### src/rtl/accum_ctrl.sv
// accum_ctrl: sequences accumulate / drain commands over a wrapping row range of the accumulator table.
// Latency: a column write trails its inValid by one cycle; drain data follows its read issue by one cycle.
// Backpressure: drain stalls while outReady=0, holding rdAddr on the pending row so rdData stays stable.
// Optional feature: define ACCUM_CLEAR_ON_DRAIN_EN to write zero back to each row as it is drained.
module accum_ctrl #(
  parameter int MAX_OUT_ROWS = 1024,
  localparam int ADDR_W = $clog2(MAX_OUT_ROWS)
) (
  input  logic              clk,
  input  logic              reset,
  input  logic              start,
  input  logic              cmdDrain,
  input  logic              cmdAccum,
  input  logic [ADDR_W-1:0] cmdBase,
  input  logic [ADDR_W:0]   cmdRows,
  input  logic              inValid,
  output logic [ADDR_W-1:0] rdAddr,
  output logic [ADDR_W-1:0] wrAddr,
  output logic              wrEn,
  output logic              addSel,
  output logic              wrZero,
  output logic              outValid,
  input  logic              outReady,
  output logic [ADDR_W-1:0] outAddr,
  output logic              busy,
  output logic              done
);

  typedef enum logic [2:0] {
    S_IDLE,
    S_ACCUM,
    S_FLUSH,
    S_DRAIN,
    S_DONE
  } state_t;

  localparam logic [ADDR_W:0]   MAX_ROWS = (ADDR_W + 1)'(MAX_OUT_ROWS);
  localparam logic [ADDR_W+1:0] MAX_SUM  = (ADDR_W + 2)'(MAX_OUT_ROWS);

  state_t            state;
  logic [ADDR_W-1:0] base_q;
  logic [ADDR_W:0]   rows_q;
  logic              accum_q;
  logic [ADDR_W:0]   cnt;
  logic              wr_en_q;
  logic [ADDR_W-1:0] wr_addr_q;
  logic              add_sel_q;
  logic              out_valid_q;
  logic [ADDR_W-1:0] out_addr_q;
  logic              done_q;

  logic [ADDR_W:0]   rows_clamped;
  logic [ADDR_W+1:0] addr_sum;
  logic [ADDR_W-1:0] cur_addr;
  logic              stall;
  logic              issue;

  // Oversized commands cover the whole table exactly once, so rows never alias within a command.
  assign rows_clamped = (cmdRows > MAX_ROWS) ? MAX_ROWS : cmdRows;

  // base+cnt reduced modulo the table depth; one subtraction suffices since both terms are < depth+1.
  assign addr_sum = {2'b00, base_q} + {1'b0, cnt};
  assign cur_addr = (addr_sum >= MAX_SUM) ? ADDR_W'(addr_sum - MAX_SUM) : addr_sum[ADDR_W-1:0];

  // A stalled drain beat keeps re-reading its own row so the registered read output does not move.
  assign stall  = (state == S_DRAIN) && out_valid_q && !outReady;
  assign issue  = (state == S_DRAIN) && (cnt < rows_q) && (!out_valid_q || outReady);
  assign rdAddr = stall ? out_addr_q : cur_addr;

  // Command FSM; write controls are registered one cycle behind the read they pair with.
  always_ff @(posedge clk) begin
    if (!reset) begin
      state       <= S_IDLE;
      base_q      <= '0;
      rows_q      <= '0;
      accum_q     <= 1'b0;
      cnt         <= '0;
      wr_en_q     <= 1'b0;
      wr_addr_q   <= '0;
      add_sel_q   <= 1'b0;
      out_valid_q <= 1'b0;
      out_addr_q  <= '0;
      done_q      <= 1'b0;
    end else begin
      wr_en_q   <= 1'b0;
      add_sel_q <= 1'b0;
      done_q    <= 1'b0;
      case (state)
        S_IDLE: begin
          if (start) begin
            base_q  <= cmdBase;
            rows_q  <= rows_clamped;
            accum_q <= cmdAccum;
            cnt     <= '0;
            if (rows_clamped == '0) begin
              state  <= S_DONE;
              done_q <= 1'b1;
            end else if (cmdDrain) begin
              state <= S_DRAIN;
            end else begin
              state <= S_ACCUM;
            end
          end
        end
        S_ACCUM: begin
          if (inValid) begin
            cnt       <= cnt + 1'b1;
            wr_en_q   <= 1'b1;
            wr_addr_q <= cur_addr;
            add_sel_q <= accum_q;
            if ((cnt + 1'b1) == rows_q) state <= S_FLUSH;
          end
        end
        S_FLUSH: begin
          state  <= S_DONE;
          done_q <= 1'b1;
        end
        S_DRAIN: begin
          if (issue) begin
            out_valid_q <= 1'b1;
            out_addr_q  <= cur_addr;
            cnt         <= cnt + 1'b1;
          end else if (outReady) begin
            out_valid_q <= 1'b0;
          end
          if ((cnt == rows_q) && out_valid_q && outReady) begin
            state  <= S_DONE;
            done_q <= 1'b1;
          end
        end
        S_DONE: state <= S_IDLE;
        default: state <= S_IDLE;
      endcase
    end
  end

  assign outValid = out_valid_q;
  assign outAddr  = out_addr_q;
  assign busy     = (state != S_IDLE);
  assign done     = done_q;

`ifdef ACCUM_CLEAR_ON_DRAIN_EN
  logic clr_wr;

  // Each accepted drain beat zeroes its row in the same cycle; accumulate writes never overlap a drain.
  assign clr_wr = (state == S_DRAIN) && out_valid_q && outReady;
  assign wrEn   = wr_en_q | clr_wr;
  assign wrAddr = clr_wr ? out_addr_q : wr_addr_q;
  assign wrZero = clr_wr;
  assign addSel = add_sel_q & ~clr_wr;
`else
  assign wrEn   = wr_en_q;
  assign wrAddr = wr_addr_q;
  assign wrZero = 1'b0;
  assign addSel = add_sel_q;
`endif

endmodule

### config.mk
export PLATFORM = sky130hd
export DESIGN_NAME = accum_ctrl
export DESIGN_NICKNAME = d
export VERILOG_FILES = /design/src/rtl/accum_ctrl.sv
export SDC_FILE = /design/constraint.sdc
export NUM_CORES = 1
export LEC_CHECK = 0
export ABC_AREA = 1
export BUFFER_PORTS_ARGS = -buffer_cell sky130_fd_sc_hd__buf_2
export CAP_MARGIN = 20
export CORE_UTILIZATION = 30
export CTS_CLUSTER_SIZE = 20
export DETAILED_ROUTE_END_ITERATION = 12
export SYNTH_ARGS = -nofsm -noshare
export SYNTH_HDL_FRONTEND = slang
export SYNTH_SLANG_ARGS = --single-unit
### constraint.sdc
create_clock -name clk -period 2.21 [get_ports clk]
set_clock_uncertainty 0.15 [all_clocks]
set_input_delay 0.221 -clock clk [delete_from_list [all_inputs] [get_ports clk]]
set_output_delay 0.221 -clock clk [all_outputs]
set_load 0.02 [all_outputs]
# [Yosys cells after proc, flatten, opt, wreduce, memory -nomap -nowiden]
# Cells that the tools add are included.
[totals] ram_bits=0 reg_bits=60 n_memories=0 word_cells=70 out_inout_bits=36 input_bits=28 latch_bits=0 mem_bits_ro=0
[op_classes] mux=21 multipliers=0 n_lt_le_gt_ge=3 shift=0 eq_ne=10 addsub=3 n_reduce_logical=22 bitwise=0 n_div=0
[op_table] operator="$mux W11" n=4
[op_table] operator="$pmux W11 S3" n=1
[op_table] operator="$eq A11 B11 Y1" n=2
[op_table] operator="$mux W10" n=2
[op_table] operator="$mux W3" n=5
[op_table] operator="$add A10 B11 Y12" n=1
[op_table] operator="$ge A12 B11 Y1 const B" n=1
[op_table] operator="$pmux W3 S4" n=1
[op_table] operator="$add A11 B1 Y11 const B" n=1
[op_table] operator="$gt A11 B11 Y1 const B" n=1
[op_table] operator="$logic_not A11 Y1" n=1
[op_table] operator="$lt A11 B11 Y1" n=1
[op_table] operator="$reduce_and A2 Y1" n=5
[op_table] operator="$sub A10 B1 Y10 const B" n=1
[op_table] operator="$ne A2 B2 Y1 const B" n=4
[op_table] operator="$reduce_and A4 Y1" n=2
[op_table] operator="$eq A3 B2 Y1 const B" n=2
[op_table] operator="$logic_and A1 B1 Y1" n=6
[op_table] operator="$mux W1" n=6
[op_table] operator="$reduce_bool A3 Y1" n=2
[op_table] operator="$eq A3 B1 Y1 const B" n=1
[op_table] operator="$logic_not A3 Y1" n=1
[op_table] operator="$pmux W1 S3" n=1
[op_table] operator="$reduce_and A3 Y1" n=1
[op_table] operator="other kinds (5)" n=6

# [Longest topological paths before layout]
# Gate-level depths: netlist of the first run.
[logic_depth] depth_word=6 depth_mapped=14 ltp_nobuf=14

# [Least setup slack after synthesis of the first run]
# No wires, ideal clock.
[synth_path] path_kind="register to output" startpoint="reg cnt[0]" endpoint="out rdAddr[6]" stages_incl_launch_ff=10 slack_ns=-0.189 n_path_buf=0 t_required_ns=1.839 t_arrival_ns=2.028 path_cell_list="dfxtp_1 ha_1 inv_1 fa_1 o21ai_0 a21oi_1 o21ai_0 xor2_1 nand2_1 nand2_1"
[synth_between] elab_chain_cells=4 word_cells_on_any_way=5 cone_classes="add/sub: 2; order compare: 1; mux: 2"
[synth_rtl] item="start, declared" line="44" rtl="logic [ADDR_W:0] cnt;"
[synth_rtl] item="start signal, assigned" line="107" rtl="cnt <= cnt + 1'b1;"
[synth_rtl] item="start signal, assigned" line="122" rtl="cnt <= cnt + 1'b1;"
[synth_rtl] item="$add A10 B11 Y12 *" line="62" rtl="assign addr_sum = {2'b00, base_q} + {1'b0, cnt};"
[synth_rtl] item="$sub A10 B1 Y10 / $ge A12 B11 Y1 (equally long branches)" line="63" rtl="assign cur_addr = (addr_sum >= MAX_SUM) ? ADDR_W'(addr_sum - MAX_SUM) : addr_sum[ADDR_W-1:0];"
[synth_rtl] item="$mux W10 *" line="63"
[synth_rtl] item="$mux W10 *" line="68" rtl="assign rdAddr = stall ? out_addr_q : cur_addr;"
[synth_rtl] item="end, declared" line="17" rtl="output logic [ADDR_W-1:0] rdAddr,"
# Mark *: on every way between the ends. The rest lies on a longest branch, timed or not.

# [Final worst setup path of the first run]
[layout_path] startpoint="reg base_q[0]" endpoint="out rdAddr[6]"
[layout_between] elab_chain_cells=4 word_cells_on_any_way=5 cone_classes="add/sub: 2; order compare: 1; mux: 2"
[layout_rtl] item="start, declared" line="41" rtl="logic [ADDR_W-1:0] base_q;"
[layout_rtl] item="start signal, assigned" line="91" rtl="base_q <= cmdBase;"
[layout_rtl] item="$add A10 B11 Y12 *" line="62"
[layout_rtl] item="$sub A10 B1 Y10 / $ge A12 B11 Y1 (equally long branches)" line="63"
[layout_rtl] item="$mux W10 *" line="63"
[layout_rtl] item="$mux W10 *" line="68"
# Marked as above.

==> impl_metrics.env, run 1 <==
export IMPL_status="finished, violations left"
export IMPL_violations="hold timing, setup timing"
export IMPL_ys_types=33
export IMPL_synthCells=521
export IMPL_root_buffer="clkbuf_16"
export IMPL_synth_edf_count=0
export IMPL_seqCellArea_um2=1230
export IMPL_synthesis_nets=571
export IMPL_grt_usage_pct=18.0
export IMPL_p_leak_nw=2.34
export IMPL_crit_fanout=3
export IMPL_grt_pass1_wl_um=16700
export IMPL_multi_input_area_um2=2380
export IMPL_synth_ff_type="dfxtp_1"
export IMPL_min_path_type="input port to flip-flop"
export IMPL_syn2layout_area_growth_pct=48.6
export IMPL_rrSetupSlack_ns=0
export IMPL_synth_area_um2=3500
export IMPL_cp_data_required_time_ns=1.84
export IMPL_p_int_mw=3.80
export IMPL_crit_slowest_cell="fa_2"
export IMPL_final_area_um2=5200
export IMPL_ys_ff_latch=60
export IMPL_slew_viol_final=0
export IMPL_grt_setup_unrepaired="true"
export IMPL_place_area_um2=4280
export IMPL_via_per_inst=4.98
export IMPL_pre_cts_ws_ns=-0.0972
export IMPL_switchingPower_mw=2.83
export IMPL_crit_top_cell="nand2_1"
export IMPL_power_density_nw_per_um2=1280
export IMPL_htree_levels=3
export IMPL_vdd_drop_max_mv=0.679
export IMPL_finalCritPeriodShare_pct=113
export IMPL_hold_viol_final=1
export IMPL_maxSlewHeadroom_pct=65.8
export IMPL_ant_nets=0
export IMPL_die_area_um2=12100
export IMPL_path_cells="ha_4, inv_2, fa_2, o21ai_4, a21oi_2, o21ai_1, xor2_1, nand2_1, nand2_1, buf_6"
export IMPL_clk_pin_slew_ns=0.05
export IMPL_synth_area_per_cell_um2=6.72
export IMPL_holdWs_ns=-0.00227
export IMPL_yosysMostFrequentCell="nand2_1"
export IMPL_vias=3957
export IMPL_drt_iter0_markers=260
export IMPL_grt_start_max_net_pins=27
export IMPL_reg2reg_depth=16
export IMPL_grt_antenna_before_repair=0
export IMPL_yosys_top_cells_count="nand2_1 (117), nor2_1 (66), dfxtp_1 (60)"
export IMPL_antenna_cells=0
export IMPL_min_to="base_q[3]"
export IMPL_nNetsFinal=697
export IMPL_numCtsBuffers=9
export IMPL_async_flop_share_pct=0
export IMPL_drv_cap=0
export IMPL_setup_slack_ns=-0.280
export IMPL_wl_um=11100
export IMPL_drive_above_1_share_pct=35.6
export IMPL_core_um2=11400
export IMPL_dr_pass1_iters=5
export IMPL_grt_pass1_vias=3595
export IMPL_worstMarginPinSlew_ns=0.510
export IMPL_combPwrFrac_pct=55.3
export IMPL_clock_sinks=60
export IMPL_max_stage_delay_ns=0.37
export IMPL_max_freq_mhz=402
export IMPL_dp_hpwl_um=7910
export IMPL_worst_setup_path_start_kind="flip-flop"
export IMPL_ys_warn_count=0
export IMPL_rows=39
export IMPL_arrival_ns=2.12
export IMPL_dieHeight_um=110
export IMPL_pwr_share_clk_pct=20.8
export IMPL_worstReg2RegEnd="state[0]"
export IMPL_place_congestion=0.863
export IMPL_seq_area_frac_synth_pct=34.3
export IMPL_ioPinCount=64
export IMPL_reg2reg_from="cnt[0]"
export IMPL_start_util_pct=30.7
export IMPL_final_setup_viol_count=8
export IMPL_timing_final_crit_period_ns=2.49
export IMPL_cts_tree="yes"
export IMPL_holdCritStartpoint="cmdBase[3]"
export IMPL_wl_per_cell_um=14.0
export IMPL_numPortBuffers=62
export IMPL_cts_buffer_depth=2
export IMPL_die_x_um=110
export IMPL_insertion_delay_ns=0.33
export IMPL_p_sw_share_pct=42.7
export IMPL_drc=0
export IMPL_seqPwrFrac_pct=23.9
export IMPL_synth_top_area_share_pct=34.3
export IMPL_synth_area_top_cells="dfxtp_1 (34%), nand2_1 (13%), a21oi_1 (8.4%)"
export IMPL_hold_depth=3
export IMPL_grt_ovfl_total=0
export IMPL_total_power_mw=6.63
export IMPL_yosysTopAreaCell="dfxtp_1"
export IMPL_n_fill_cell=1110
export IMPL_crit_type="flip-flop to output port"
export IMPL_end_kind="output port"
==> cell usage in the layout (no fill, tap or decap), types with 11 or more instances in the layout <==
cell type / count
nand3_1: 33
o21ai_1: 13
inv_1: 46
nor2_1: 60
dfxtp_1: 46
ha_4: 11
buf_2: 54
buf_4: 61
a21oi_1: 53
o21ai_0: 26
nand2_2: 13
nand2_1: 102
==> how the worst max path moves through the flow <==
stage	from	end	slack [ns]	cells past startpoint
after floorplan	cnt[0]	rdAddr[6]	-0.07	9
after global placement	base_q[0]	rdAddr[6]	-0.08	10
after detailed placement	base_q[0]	rdAddr[6]	-0.1	10
after CTS	cnt[0]	rdAddr[6]	-0.30	10
after global routing	base_q[0]	rdAddr[6]	-0.39	10
final	base_q[0]	rdAddr[6]	-0.28	10
==> logic make-up after synthesis <==
group	after synthesis	share of synthesized area [%]
DFF	60	34.3
xor gates and xnor gates	9	2.25
AOI/OAI and AO/OA	121	18.6
buffers and inverters	72	8.11
and+or+nand+nor	236	28.5
adders and majority gates	22	8.07
other	1	0.107
==> layout make-up <==
cell class | count | share of cell area [%]
inverter | 57 | 4.26
tap | 143 | 3.44
clock inverter | 6 | 1.25
multi-input combinational | 389 | 45.7
sequential | 60 | 23.6
timing repair buffer | 130 | 17.3
clock buffer | 10 | 4.40
==> flip-flops by register name, indices dropped and copies added, names as in the netlist <==
signal    cells
wrAddr       10
cnt          11
rows_q       11
state         3
outAddr      10
outValid      1
wrEn          1
done          1
addSel        1
base_q       10
accum_q       1
==> critical path, delay by kind of cell (launching register included) <==
family	cells	cell delay [ns]
adders and majority gates	2	0.51
AOI/OAI and AO/OA	3	0.40
and+or+nand+nor	2	0.16
buffers and inverters	2	0.15
xor gates and xnor gates	1	0.22
DFF	1	0.35
==> layer usage <==
layer | part of all wire [%] | global-route usage, %
met1 | 42 | 20.2
met2 | 51 | 32.5
met3 | 4.4 | 3.41
met4 | 3.5 | 8.76
met5 | 0 | 0
==> power groups by stage <==
stage	clock network [mW]	registers, mW	logic (mW)
2_1_floorplan	0	1.63	1.74
3_3_place_gp	0	1.54	2.86
3_5_place_dp	0	1.54	2.90
4_1_cts	1.40	1.58	3.29
5_1_grt	1.46	1.62	4.03
6_report	1.38	1.58	3.67
==> what timing repair did <==
action,in CTS,in global routing
resized for setup,58,70
setup buffers,10,10
hold endpoints to repair,4,0
pin swaps,26,35
hold buffers,4,0
setup endpoints to repair,10,25
==> through the flow <==
step / TNS, ns / std cells / util, %
floorplan: -0.0700 / 521 / -
global placement: -0.0845 / 756 / 37.4
detailed placement: -0.145 / 756 / 37.4
CTS: -0.961 / 785 / 43.2
global route: -2.24 / 795 / 45.6
finish: -1.29 / 795 / 45.6
No activity file was read; power rests on OpenSTA's default activity.
==> run 2, diff against run 1 <==
--- a/config.mk
+++ b/config.mk
@@ -8,9 +8,10 @@
 export ABC_AREA = 1
 export BUFFER_PORTS_ARGS = -buffer_cell sky130_fd_sc_hd__buf_2
 export CAP_MARGIN = 20
-export CORE_UTILIZATION = 30
+export CORE_UTILIZATION = 51
 export CTS_CLUSTER_SIZE = 20
 export DETAILED_ROUTE_END_ITERATION = 12
+export PLACE_DENSITY = 0.77
 export SYNTH_ARGS = -nofsm -noshare
 export SYNTH_HDL_FRONTEND = slang
 export SYNTH_SLANG_ARGS = --single-unit
==> impl_metrics.env, run 2 (synthesis gave the netlist of run 1 again) <==
export IMPL_finalCritPeriodShare_pct=117
export IMPL_dr_max_layer_used="met4"
export IMPL_hold_viol_final=0
export IMPL_wl_per_cell_um=16.3
export IMPL_pre_cts_ws_ns=-0.0985
export IMPL_p_int_mw=3.37
export IMPL_pwr_share_clk_pct=15.4
export IMPL_wl_met3_um=1020
export IMPL_numPortBuffers=62
export IMPL_numCtsBuffers=9
export IMPL_grt_setup_unrepaired="true"
export IMPL_wl_um=11700
export IMPL_ant_nets=0
export IMPL_crit_fanout=3
export IMPL_holdWs_ns=0.0157
export IMPL_grt_pass1_vias=3688
export IMPL_final_common_cell="nand2_1"
export IMPL_maxSlewHeadroom_pct=64.3
export IMPL_vdd_drop_max_mv=0.699
export IMPL_via_per_inst=5.75
export IMPL_combPwrFrac_pct=59.4
export IMPL_worstMarginPinSlew_ns=0.536
export IMPL_syn2layout_area_growth_pct=41.4
export IMPL_core_um2=6490
export IMPL_layout_common_cells="nand2_1 (109), nor2_1 (61), buf_2 (55), a21oi_1 (53)"
export IMPL_violations="DRC, setup timing"
export IMPL_grt_antenna_before_repair=0
export IMPL_p_leak_nw=2.25
export IMPL_max_stage_delay_ns=0.37
export IMPL_switchingPower_mw=2.88
export IMPL_dieHeight_um=84.9
export IMPL_grt_ovfl_total=0
export IMPL_grt_usage_pct=29.6
export IMPL_max_freq_mhz=387
export IMPL_worst_setup_path_start_kind="flip-flop"
export IMPL_path_cells="ha_4, inv_2, fa_2, o21ai_4, a21oi_1, o21ai_1, xor2_1, nand2_1, nand2_1, buf_6"
export IMPL_drv_cap=0
export IMPL_clk_pin_slew_ns=0.07
export IMPL_largestRegisters="cnt (11), rows_q (11)"
export IMPL_seqPwrFrac_pct=25.2
export IMPL_n_fill_cell=452
export IMPL_final_setup_viol_count=10
export IMPL_insertion_delay_ns=0.35
export IMPL_met1Wirelength_um=4610
export IMPL_root_buffer="clkbuf_8"
export IMPL_post_route_util_pct=76.2
export IMPL_drt_iter0_markers=484
export IMPL_status="finished, violations left"
export IMPL_start_util_pct=53.9
export IMPL_clock_sinks=60
export IMPL_dp_hpwl_um=7150
export IMPL_crit_top_cell="nand2_1"
export IMPL_ioPinCount=64
export IMPL_htree_levels=3
export IMPL_dp_cells=678
export IMPL_drive_above_1_share_pct=31.9
export IMPL_antenna_cells=0
export IMPL_nNetsFinal=689
export IMPL_place_congestion=0.937
export IMPL_setup_slack_ns=-0.375
export IMPL_crit_slowest_cell="fa_2"
export IMPL_power_density_nw_per_um2=1260
export IMPL_arrival_ns=2.21
export IMPL_slew_viol_final=0
export IMPL_end_kind="output port"
export IMPL_drc=5
export IMPL_seqCellArea_um2=1220
export IMPL_finalNonFillerCells=720
export IMPL_route_met2_wl_um=5700
export IMPL_min_path_type="input port to flip-flop"
export IMPL_timing_final_crit_period_ns=2.59
export IMPL_die_area_um2=7200
export IMPL_p_sw_share_pct=46.1
export IMPL_grt_start_max_net_pins=35
export IMPL_grt_pass1_wl_um=16800
export IMPL_cts_buffer_depth=2
export IMPL_crit_type="flip-flop to output port"
export IMPL_die_x_um=84.9
export IMPL_dr_pass1_iters=12
export IMPL_vias=4143
export IMPL_rows=29
export IMPL_cp_data_required_time_ns=1.84
export IMPL_cts_tree="yes"
export IMPL_multi_input_area_um2=2390
[run 2: cell count changes in the layout (fill, tap and decap cells not counted), sizes merged]
cell / delta
buf: -17
dlygate4sd3: +8
clkbuf: +4
clkinvlp: -2
bufinv: -1
inv: -1
[run 2: worst paths after layout]
kind	from	endpoint	slack (ns)	depth (start not counted)
setup / recovery	base_q[0]	rdAddr[6]	-0.38	10
hold / removal	cmdBase[0]	base_q[0]	0.02	3
setup reg to reg	cnt[2]	cnt[3]	-0.03	12
hold reg to reg	accum_q	addSel	0.32	2
[run 2: layout make-up]
cell class / count / share of cell area [%]
clock buffer: 14 / 3.69
timing repair buffer: 121 / 16.8
tap: 77 / 1.95
timing repair inverter: 1 / 0.152
multi-input combinational: 389 / 48.2
sequential: 60 / 24.7
inverter: 57 / 4.40
clock inverter: 1 / 0.101
[run 2: worst max-delay path, delay by kind of cell (launching register included)]
kind	cells	cell delay [ns]
DFF	1	0.36
buffers and inverters	2	0.14
xor gates and xnor gates	1	0.20
and+or+nand+nor	2	0.16
adders and majority gates	2	0.52
AOI/OAI and AO/OA	3	0.48
[run 2: timing repair]
item	4_1_cts	5_1_grt
hold buffers	12	0
gates resized for setup	48	67
cloned	0	1
endpoints found under the setup margin	10	33
buffers inserted	8	7
pin swaps	20	32
hold endpoints to repair	12	0
[run 2: routing by layer]
metal | up-vias | GRT usage (%)
li1 | 1947 | -
met1 | 1877 | 36.7
met2 | 263 | 49.4
met3 | 56 | 6.23
met4 | 0 | 14.2
met5 | - | 0
[run 2: power groups by stage]
stage	Combinational, mW	Clock [mW]	Sequential, mW
after global placement	2.69	0	1.52
after CTS	3.08	0.963	1.56
after detailed placement	2.75	0	1.53
after floorplan	1.74	0	1.63
final	3.71	0.963	1.58
after global routing	3.99	1.01	1.60
[run 2: stage by stage]
stage / TNS, ns / total power [mW] / cell area [um2]
6_report: -1.72 / 6.25 / 4950
3_3_place_gp: -0.0356 / 4.21 / 4090
3_5_place_dp: -0.148 / 4.28 / 4090
5_1_grt: -2.82 / 6.59 / 4950
2_1_floorplan: -0.0700 / 3.37 / 3510
4_1_cts: -1.16 / 5.60 / 4650
